===== config.mk =====
export PLATFORM = sky130hd
export DESIGN_NAME = vga_timing_gen_flat
export DESIGN_NICKNAME = d
export VERILOG_FILES = /design/src/rtl/vga_timing_pkg.sv /design/src/rtl/vga_timing_gen_if.sv /design/src/rtl/vga_delay_line.sv /design/src/rtl/vga_timing_gen.sv /design/src/flat_wrapper.sv
export SDC_FILE = /design/constraint.sdc
export NUM_CORES = 1
export LEC_CHECK = 0
export ABC_AREA = 1
export BUFFER_PORTS_ARGS = -buffer_cell sky130_fd_sc_hd__clkbuf_2
export CAP_MARGIN = 5
export CORE_MARGIN = 2
export CORE_UTILIZATION = 30
export DETAILED_ROUTE_END_ITERATION = 8
export SLEW_MARGIN = 20
export SYNTH_ARGS = -nofsm -noshare
export SYNTH_HDL_FRONTEND = slang
export SYNTH_SLANG_ARGS = --single-unit
export TNS_END_PERCENT = 5

===== constraint.sdc =====
create_clock -name vga_clk -period 1.85 [get_ports vga_clk]
set_clock_uncertainty 0.1 [all_clocks]
set_input_delay 0.37 -clock vga_clk [delete_from_list [all_inputs] [get_ports vga_clk]]
set_output_delay 0.37 -clock vga_clk [all_outputs]
set_load 0.01 [all_outputs]

===== src/rtl/vga_timing_pkg.sv =====
// vga_timing_pkg: 640x480@60 raster constants and the shared coordinate type.
package vga_timing_pkg;
    localparam int H_VISIBLE = 640;
    localparam int H_FP      = 16;
    localparam int H_SYNC    = 96;
    localparam int H_BP      = 48;
    localparam int H_TOTAL   = H_VISIBLE + H_FP + H_SYNC + H_BP;
    localparam int V_VISIBLE = 480;
    localparam int V_FP      = 10;
    localparam int V_SYNC    = 2;
    localparam int V_BP      = 33;
    localparam int V_TOTAL   = V_VISIBLE + V_FP + V_SYNC + V_BP;
    typedef logic [9:0] coord_t;
endpackage


===== src/rtl/vga_timing_gen_if.sv =====
// vga_timing_gen_if: raster position, sync decodes and frame ticks broadcast to the renderers.
interface vga_timing_gen_if;
    import vga_timing_pkg::*;
    coord_t      DrawX;
    coord_t      DrawY;
    logic        blank;
    logic        hs;
    logic        vs;
    logic        blank_d;
    logic        hs_d;
    logic        vs_d;
    logic        frame_start;
    logic        vblank_start;
    logic [15:0] frame_count;
    modport master (output DrawX, DrawY, blank, hs, vs, blank_d, hs_d, vs_d, frame_start, vblank_start, frame_count);
    modport slave  (input  DrawX, DrawY, blank, hs, vs, blank_d, hs_d, vs_d, frame_start, vblank_start, frame_count);
endinterface


===== src/rtl/vga_delay_line.sv =====
// vga_delay_line: async-reset shift register; DEPTH=0 collapses to a wire.
module vga_delay_line #(
    parameter int                 WIDTH     = 3,
    parameter int                 DEPTH     = 2,
    parameter logic [WIDTH-1:0]   RESET_VAL = '0
) (
    input  logic             clk,
    input  logic             rst,
    input  logic [WIDTH-1:0] d_i,
    output logic [WIDTH-1:0] q_o
);
    if (DEPTH == 0) begin : g_wire
        assign q_o = d_i;
    end else begin : g_reg
        logic [DEPTH-1:0][WIDTH-1:0] stage_q;
        always_ff @(posedge clk or posedge rst) begin
            if (rst) begin
                stage_q <= {DEPTH{RESET_VAL}};
            end else begin
                stage_q[0] <= d_i;
                for (int i = 1; i < DEPTH; i++) stage_q[i] <= stage_q[i-1];
            end
        end
        assign q_o = stage_q[DEPTH-1];
    end
endmodule


===== src/rtl/vga_timing_gen.sv =====
// vga_timing_gen: free-running raster counters, sync/blank decodes, latency-matched sync and frame counter.
module vga_timing_gen
    import vga_timing_pkg::*;
#(
    parameter int H_VISIBLE  = vga_timing_pkg::H_VISIBLE,
    parameter int H_FP       = vga_timing_pkg::H_FP,
    parameter int H_SYNC     = vga_timing_pkg::H_SYNC,
    parameter int H_BP       = vga_timing_pkg::H_BP,
    parameter int V_VISIBLE  = vga_timing_pkg::V_VISIBLE,
    parameter int V_FP       = vga_timing_pkg::V_FP,
    parameter int V_SYNC     = vga_timing_pkg::V_SYNC,
    parameter int V_BP       = vga_timing_pkg::V_BP,
    parameter int PIPE_DELAY = 2
) (
    input  logic             vga_clk,
    input  logic             reset,
    vga_timing_gen_if.master vga
);
    localparam int H_TOTAL = H_VISIBLE + H_FP + H_SYNC + H_BP;
    localparam int V_TOTAL = V_VISIBLE + V_FP + V_SYNC + V_BP;
    if (H_TOTAL > 1024 || V_TOTAL > 1024 || PIPE_DELAY < 0 || PIPE_DELAY > 7) begin : g_bad_params
        $error("vga_timing_gen: raster totals must be <= 1024 and PIPE_DELAY within 0..7");
    end
    localparam coord_t H_LAST   = coord_t'(H_TOTAL - 1);
    localparam coord_t V_LAST   = coord_t'(V_TOTAL - 1);
    localparam coord_t H_VIS    = coord_t'(H_VISIBLE);
    localparam coord_t V_VIS    = coord_t'(V_VISIBLE);
    localparam coord_t HS_START = coord_t'(H_VISIBLE + H_FP);
    localparam coord_t HS_END   = coord_t'(H_VISIBLE + H_FP + H_SYNC);
    localparam coord_t VS_START = coord_t'(V_VISIBLE + V_FP);
    localparam coord_t VS_END   = coord_t'(V_VISIBLE + V_FP + V_SYNC);
    coord_t      hc_q, hc_d, vc_q, vc_d;
    logic [15:0] fc_q, fc_d;
    logic        h_wrap, v_wrap, blank, hs, vs;
    logic [2:0]  dl_q;
    always_comb begin
        h_wrap = hc_q == H_LAST;
        v_wrap = vc_q == V_LAST;
        hc_d   = h_wrap ? '0 : hc_q + 10'd1;
        vc_d   = h_wrap ? (v_wrap ? '0 : vc_q + 10'd1) : vc_q;
        fc_d   = (h_wrap && v_wrap) ? fc_q + 16'd1 : fc_q;
        blank  = (hc_q < H_VIS) && (vc_q < V_VIS);
        hs     = !((hc_q >= HS_START) && (hc_q < HS_END));
        vs     = !((vc_q >= VS_START) && (vc_q < VS_END));
    end
    always_ff @(posedge vga_clk or posedge reset) begin
        if (reset) begin
            hc_q <= '0;
            vc_q <= '0;
            fc_q <= '0;
        end else begin
            hc_q <= hc_d;
            vc_q <= vc_d;
            fc_q <= fc_d;
        end
    end
    // Idle pattern {blank=0, hs=1, vs=1} keeps the pins deasserted until real samples arrive.
    vga_delay_line #(.WIDTH(3), .DEPTH(PIPE_DELAY), .RESET_VAL(3'b011)) u_dl (
        .clk (vga_clk),
        .rst (reset),
        .d_i ({blank, hs, vs}),
        .q_o (dl_q)
    );
    assign vga.DrawX        = hc_q;
    assign vga.DrawY        = vc_q;
    assign vga.blank        = blank;
    assign vga.hs           = hs;
    assign vga.vs           = vs;
    assign vga.blank_d      = dl_q[2];
    assign vga.hs_d         = dl_q[1];
    assign vga.vs_d         = dl_q[0];
    assign vga.frame_start  = (hc_q == '0) && (vc_q == '0);
    assign vga.vblank_start = (hc_q == '0) && (vc_q == V_VIS);
    assign vga.frame_count  = fc_q;
endmodule


===== src/flat_wrapper.sv =====
// flat-port wrapper written by rule: the top's interface ports become plain ports
module vga_timing_gen_flat import vga_timing_pkg::*;
#(
    parameter int H_VISIBLE  = vga_timing_pkg::H_VISIBLE,
    parameter int H_FP       = vga_timing_pkg::H_FP,
    parameter int H_SYNC     = vga_timing_pkg::H_SYNC,
    parameter int H_BP       = vga_timing_pkg::H_BP,
    parameter int V_VISIBLE  = vga_timing_pkg::V_VISIBLE,
    parameter int V_FP       = vga_timing_pkg::V_FP,
    parameter int V_SYNC     = vga_timing_pkg::V_SYNC,
    parameter int V_BP       = vga_timing_pkg::V_BP,
    parameter int PIPE_DELAY = 2
)
  (vga_clk, reset, vga_DrawX, vga_DrawY, vga_blank, vga_hs, vga_vs, vga_blank_d, vga_hs_d, vga_vs_d, vga_frame_start, vga_vblank_start, vga_frame_count);
  vga_timing_gen_if vga_i ();
  input  logic vga_clk;
  input  logic reset;
  output wire logic [$bits(vga_i.DrawX)-1:0] vga_DrawX;
  output wire logic [$bits(vga_i.DrawY)-1:0] vga_DrawY;
  output wire logic [$bits(vga_i.blank)-1:0] vga_blank;
  output wire logic [$bits(vga_i.hs)-1:0] vga_hs;
  output wire logic [$bits(vga_i.vs)-1:0] vga_vs;
  output wire logic [$bits(vga_i.blank_d)-1:0] vga_blank_d;
  output wire logic [$bits(vga_i.hs_d)-1:0] vga_hs_d;
  output wire logic [$bits(vga_i.vs_d)-1:0] vga_vs_d;
  output wire logic [$bits(vga_i.frame_start)-1:0] vga_frame_start;
  output wire logic [$bits(vga_i.vblank_start)-1:0] vga_vblank_start;
  output wire logic [$bits(vga_i.frame_count)-1:0] vga_frame_count;
  assign vga_DrawX = vga_i.DrawX;
  assign vga_DrawY = vga_i.DrawY;
  assign vga_blank = vga_i.blank;
  assign vga_hs = vga_i.hs;
  assign vga_vs = vga_i.vs;
  assign vga_blank_d = vga_i.blank_d;
  assign vga_hs_d = vga_i.hs_d;
  assign vga_vs_d = vga_i.vs_d;
  assign vga_frame_start = vga_i.frame_start;
  assign vga_vblank_start = vga_i.vblank_start;
  assign vga_frame_count = vga_i.frame_count;
  vga_timing_gen #(.H_VISIBLE(H_VISIBLE), .H_FP(H_FP), .H_SYNC(H_SYNC), .H_BP(H_BP), .V_VISIBLE(V_VISIBLE), .V_FP(V_FP), .V_SYNC(V_SYNC), .V_BP(V_BP), .PIPE_DELAY(PIPE_DELAY)) u_core (.vga_clk(vga_clk), .reset(reset), .vga(vga_i));
endmodule

==> metrics.md, run 1 <==
| Metric | Value |
|---|---|
| RSZ-0062 raised after global routing | `true` |
| Post-Syn Nets | `314` |
| Placement Rows | `32` |
| Final WS setup | `-0.128 ns` |
| Total negative slack | `-0.363 ns` |
| Final Max Tran Viols | `0` |
| Failing checks | `negative setup slack` |
| Die Width | `~93 um` |
| Crit start category | `flip-flop` |
| Initial drt markers | `132` |
| R2r startpoint | `u_core.vga.DrawX[0]` |
| Placer Congestion | `a little over 0.8` |
| DRC Markers | `0` |
| First-pass GRT wire length | `between 9000 and 10000 um` |
| Die height | `93.0 um` |
| Post-synthesis register bit count | `42` |
| IO Count | `46` |
| Min-delay src | `u_core.u_dl.g_reg.stage_q[1]` |
| Hold Path Cell Cnt | `0` |
| Worst slew margin | `0.752` |
| Crit end category | `output pin` |
| Fmax | `between 500 and 600 MHz` |
| Clk network pwr share | `0.442` |
| Initial core utilization | `0.309` |
| Clk buf depth | `2` |
| WS Path Type | `flip-flop to output pin` |
| Post-synth top flop | `dfrtp_1` |
| Layout cells sized above 1 | `0.313` |
| Final number of hold-violating endpoints | `0` |
| Fin crit share | `1.07` |
| Diode count | `0` |
| Max cap viols | `0` |
| WHS | `approximately 0.26 ns` |
| FF-to-FF setup slack | `0.08 ns` |
| Overall power | `roughly 1700 uW` |
| Reg clk slew, reported paths | `0.08 ns` |
| # clock sinks | `42` |
| Design area | `approximately 3000 um^2` |
| Worst VDD drop | `around 0.25 mV` |
| Required time of the critical path | `around 1.4 ns` |
| DRT Pass-1 Iters | `4` |
| Most frequent cells in the layout | `nand2_1 (91), clkbuf_2 (43), nor2_1 (35), dfrtp_1 (32), inv_1 (29)` |
| GRT Util Overall | `0.139` |
| DP Area | `roughly 2800 um^2` |
| Max FO, Critical Path | `2` |
| Syn Inst Count | `~300` |
| Status | `finished with violations` |
| Post-synth EDFFs | `0` |
| Reg2reg end | `u_core.vga.frame_count[3]` |
| PD cells | `about 560 nW/um^2` |
| Worst-Margin Slew | `between 0.3 and 0.4 ns` |
| Initial antenna violation count | `0` |
| Fin nets | `~380` |
| Final Critical Period | `1.98 ns` |
| Port bufs | `between 40 and 50` |
| Worst-Skew Late Latency | `roughly 0.3 ns` |
| Count of different cell masters after synthesis | `28` |
| Vias in the first global route | `between 2000 and 2500` |
| Register area share after synthesis | `0.445` |
| CTS Buf Count | `5` |
| Core footprint | `between 7000 and 8000 um^2` |
| P_sw | `~360 uW` |
| Comb power frac | `0.015` |
| Flop pwr share | `0.543` |
| Pleak | `roughly 0.0015 uW` |
| Total number of vias | `2172` |
| Most common cell after layout, fill and taps aside | `nand2_1` |
| Hold endpoint | `u_core.u_dl.q_o[1]` |
| CTS tree | `built` |
| Total die area | `between 8000 and 9000 um^2` |
| Routed vias/inst | `4.59` |
| H-tree depth | `2` |
| Antenna-violating nets left | `0` |
| Post-Place Setup Slack | `0.0319 ns` |
| Syn-to-layout area delta | `27.3%` |
| P_int | `1330 uW` |
| R2r worst-path depth | `9` |
| Min-delay worst type | `flip-flop to flip-flop` |
| Mapped cell area | `2370 um^2` |
| Hpwl dp | `approximately 4200 um` |
| Setup violations, final | `4` |
| Final wirelength | `around 5700 um` |
| Clock root buffer | `clkbuf_8` |
| Post-synthesis async set-or-reset flop share | `1.00` |
| Routed wire per std cell | `about 12 um` |
| Remaining global-route overflow | `0` |
| Largest net degree at the start of global routing | `between 40 and 50` |
| Synthesis Warnings | `0` |
| Post-Syn Area per Cell | `approximately 7.7 um^2` |
| Crit path DAT | `between 1.5 and 2 ns` |
| Switching share of power | `0.216` |
## cell families (layout without fill, tap and decap cells)
kind of cell             Yosys count  count (layout)  synth area share
flip-flops                        42              42             0.445
adder cells (fa/ha/maj)            5               5            0.0264
XOR/XNOR                          12              12            0.0443
buffers and inverters             46             110            0.0828
AO/OA/AOI/OAI                     19              19            0.0485
AND/OR/NAND/NOR                  183             183             0.353
## power by group through the flow
stage | clock [uW] | combinational, uW | sequential, uW
after floorplan | 0 | 13.4 | 936
after detailed placement | 0 | 26.5 | 936
final | 747 | 26.1 | 918
after global placement | 0 | 26.3 | 936
after CTS | 771 | 28.0 | 918
after global routing | 813 | 30.7 | 918
## worst max path at each step
stage	startpoint	to	cells after the start	slack [ns]
floorplan	u_core.vga.DrawY[0]	vga_frame_start	5	0.21
global placement	u_core.vga.DrawX[8]	vga_blank	4	0.04
detailed placement	u_core.vga.DrawX[8]	vga_blank	4	0.03
CTS	u_core.vga.DrawY[1]	vga_vblank_start	6	-0.14
global route	u_core.vga.DrawX[0]	vga_vblank_start	7	-0.22
finish	u_core.vga.DrawX[0]	vga_frame_start	7	-0.13
## final cells by class
class,instances,area [um^2]
clock buffer,5,68.8
inverter,42,159
tap,102,128
multi-input combinational,219,1200
timing repair buffer,60,353
clock inverter,3,45.0
sequential,42,1060
fill,816,4670
## repair_timing
action,4_1_cts,5_1_grt
buffers inserted,2,2
hold buffers,1,0
pin swaps,1,8
gates resized for setup,9,17
setup endpoints to repair,4,11
endpoints found under the hold margin,38,0
## critical path, stage by stage (launching register included)
cell and delay [ns]:
dfrtp_1 0.39, inv_1 0.06, ha_1 0.15, inv_2 0.04
nor4b_4 0.22, nand3_2 0.11, nor2_1 0.11, clkbuf_2 0.14
## synth_stat cells (3+ instances only)
master / n / area, um^2
a21oi_1: 3 / 15.0
nor2_2: 3 / 18.8
nand2_1: 91 / 342
ha_1: 5 / 62.6
nor2_1: 36 / 135
nand4_1: 10 / 62.6
o21ai_0: 10 / 50.1
dfstp_2: 4 / 105
inv_2: 7 / 26.3
dfrtp_1: 38 / 951
o21ai_2: 4 / 35.0
nand3_1: 22 / 110
nor3_1: 4 / 20.0
nor2_4: 4 / 45.0
xor2_1: 8 / 70.1
nand2_2: 5 / 31.3
xnor2_1: 4 / 35.0
inv_1: 34 / 128
## metal layers
metal  vias up  global-route usage  share of wire
met5         -                   0              0
met4         0              0.0527          0.010
met3         4              0.0228          0.038
met2        47               0.240           0.50
met1      1024               0.172           0.46
li1       1097                   -              -
## registers in the layout, indices dropped and copies added, names as in the netlist
register	cells
u_core.u_dl.g_reg.stage_q	3
u_core.u_dl.q_o	3
u_core.vga.DrawX	10
u_core.vga.DrawY	10
u_core.vga.frame_count	16
## stage by stage
| step | instances | utilization |
|---|---|---|
| 2_1_floorplan | 307 | - |
| 3_3_place_gp | 460 | 0.361 |
| 3_5_place_dp | 460 | 0.361 |
| 4_1_cts | 471 | 0.383 |
| 5_1_grt | 473 | 0.393 |
| 6_report | 473 | 0.393 |
No activity file was read; power rests on OpenSTA's default activity.
==> run 2: changes to the inputs <==
--- a/config.mk
+++ b/config.mk
@@ -8,6 +8,7 @@
 export ABC_AREA = 1
 export BUFFER_PORTS_ARGS = -buffer_cell sky130_fd_sc_hd__clkbuf_2
 export CAP_MARGIN = 5
+export CORE_ASPECT_RATIO = 0.6
 export CORE_MARGIN = 2
 export CORE_UTILIZATION = 30
 export DETAILED_ROUTE_END_ITERATION = 8
==> run 2 against run 1 <==
Against the previous run: the run still ends with negative setup slack left; count of clock-buffer cells in the layout grew 3; cell count grew 1.1%; flip-flop and latch count is the same; total power grew 5.2%; register-to-register slack gained 0.04 ns; via count grew 0.46%; die area grew 0.27%; routed wire length grew 4.2%; sequential power is essentially flat; non-clock buffer count shrank 1; critical path type unchanged; largest power group unchanged.
==> metrics.md, run 2 (synthesized netlist as in run 1, its figures left out) <==
| Metric | Value |
|---|---|
| Total negative slack | `-0.242 ns` |
| Fill count | `slightly above 800` |
| Layout cells sized above 1 | `0.305` |
| Initial antenna violation count | `0` |
| DRC Markers | `0` |
| Routed wire per std cell | `between 10 and 15 um` |
| Failing checks | `negative setup slack` |
| Final WS setup | `-0.0858 ns` |
| Reg clk slew, reported paths | `0.06 ns` |
| Total die area | `~8700 um^2` |
| Pleak | `0.00147 uW` |
| Min-delay worst type | `input port to async pin` |
| Final number of hold-violating endpoints | `0` |
| Most common cell after layout, fill and taps aside | `nand2_1` |
| Remaining global-route overflow | `0` |
| Initial drt markers | `roughly 130` |
| Worst-Skew Late Latency | `~0.28 ns` |
| Final Non-Filler Cells | `~480` |
| Buf+Inv Stages, Crit Path | `3` |
| Crit-path slowest cell | `dfrtp_1` |
| # clock sinks | `42` |
| Crit end category | `output pin` |
| Hold_buf cts | `0` |
| Die height | `72.9 um` |
| DP Cell Count | `between 400 and 500` |
| Vias in the first global route | `about 1900` |
| Placer Congestion | `approximately 0.86` |
| Most frequent cells in the layout | `nand2_1 (90), clkbuf_2 (42), nor2_1 (35), dfrtp_1 (31), inv_1 (30)` |
| Crit start category | `flip-flop` |
| Met3 Use GR | `0.0328` |
| Final Max Tran Viols | `0` |
| DP Area | `about 2800 um^2` |
| Top delay family on crit path | `simple AND/OR/NAND/NOR gates` |
| Status | `finished with violations` |
| Design area | `between 3000 and 4000 um^2` |
| Clk buf depth | `2` |
| Global route hottest layer | `met1` |
| IO Count | `46` |
| Placement Rows | `25` |
| CTS tree | `built` |
| Setup violations, final | `4` |
| Clock root buffer | `clkbuf_16` |
| Final Critical Period | `1.94 ns` |
| Max cap viols | `0` |
| Core footprint | `a little under 8000 um^2` |
| First-pass GRT wire length | `9770 um` |
| Die Width | `119 um` |
| Worst-Margin Slew | `around 0.42 ns` |
| Largest net degree at the start of global routing | `43` |
| Routed vias/inst | `4.56` |
| Syn-to-layout area delta | `27.9%` |
| WS Path Type | `flip-flop to output pin` |
| CTS Buf Count | `5` |
| Crit path DAT | `around 1.5 ns` |
| H-tree depth | `2` |
| RSZ-0062 raised after global routing | `true` |
| Fin nets | `376` |
| Worst slew margin | `0.722` |
| Max reg flops | `16` |
| PD cells | `586 nW/um^2` |
| Total number of vias | `about 2200` |
| Crit-path cells | `inv_1 > ha_1 > inv_2 > nor4b_4 > nand3_1 > nor2_1 > buf_2` |
| Fmax | `517 MHz` |
| GR Layer Usage met2 | `0.185` |
| DRT Pass-1 Iters | `4` |
| Crit path largest cell delay | `about 0.38 ns` |
| Hpwl dp | `4440 um` |
| Diode count | `0` |
| Fin crit share | `1.05` |
| Max FO, Critical Path | `2` |
| Met1 Use GR | `0.229` |
| Initial core utilization | `0.306` |
| Antenna-violating nets left | `0` |
| GRT Util Overall | `0.142` |
| Final wirelength | `around 6000 um` |
| Worst VDD drop | `roughly 0.28 mV` |
| Port bufs | `45` |
| Required time of the critical path | `roughly 1.4 ns` |
-- run 2: stage by stage --
stage | power, uW | utilization | setup WS [ns] | hold WS [ns]
2_1_floorplan | 949 | - | 0.206 | 0.231
3_3_place_gp | 962 | 0.359 | 0.0525 | 0.232
3_5_place_dp | 961 | 0.359 | 0.0178 | 0.236
4_1_cts | 1810 | 0.385 | -0.138 | 0.0331
5_1_grt | 1850 | 0.391 | -0.184 | 0.0609
6_report | 1780 | 0.391 | -0.0858 | 0.0187
-- run 2: power by group --
group          switching [uW]  internal (uW)
Sequential                  0            919
Clock                     334            502
Combinational            18.7           5.32
Total                     353           1430
-- run 2: final cells by class --
cell class,instances,area [um^2],share of cell area
Inverter,42,159,0.0523
Sequential cell,42,1060,0.351
Clock buffer,8,136,0.0449
Timing Repair Buffer,59,343,0.113
Tap cell,108,135,0.0445
Multi-Input combinational cell,219,1200,0.394
-- run 2: worst register-to-register path, delay by kind of cell, from the launching register on --
family / cells / cell delay (ns)
AOI/OAI and AO/OA: 1 / 0.08
adders and majority gates: 1 / 0.18
buffers and inverters: 1 / 0.13
DFF: 1 / 0.35
and+or+nand+nor: 5 / 0.83
-- run 2: final timing paths --
kind | endpoint | slack [ns] | startpoint | cells after the start
min in group vga_clk | u_core.u_dl.q_o[2] | 0.25 | u_core.u_dl.g_reg.stage_q[2] | 0
max | vga_frame_start | -0.09 | u_core.vga.DrawX[0] | 7
min reg2reg | u_core.u_dl.q_o[2] | 0.25 | u_core.u_dl.g_reg.stage_q[2] | 0
max reg2reg | u_core.vga.frame_count[10] | 0.12 | u_core.vga.DrawX[1] | 8
min | u_core.vga.frame_count[2] | 0.02 | reset | 3
max in group asynchronous | u_core.u_dl.g_reg.stage_q[0] | 1.37 | reset | 3
-- run 2: routing by layer --
| layer | up-vias | routed length (um) |
|---|---|---|
| li1 | 1093 | - |
| met1 | 1016 | 3190 |
| met2 | 65 | 2360 |
| met3 | 8 | 379 |
| met4 | 0 | 53 |
| met5 | - | 0 |
-- run 2: repair_timing --
item / CTS / global route
setup buffers: 4 / 0
cloned: 0 / 0
gates resized for setup: 11 / 17
pin swaps: 2 / 5
setup endpoints to repair: 5 / 17
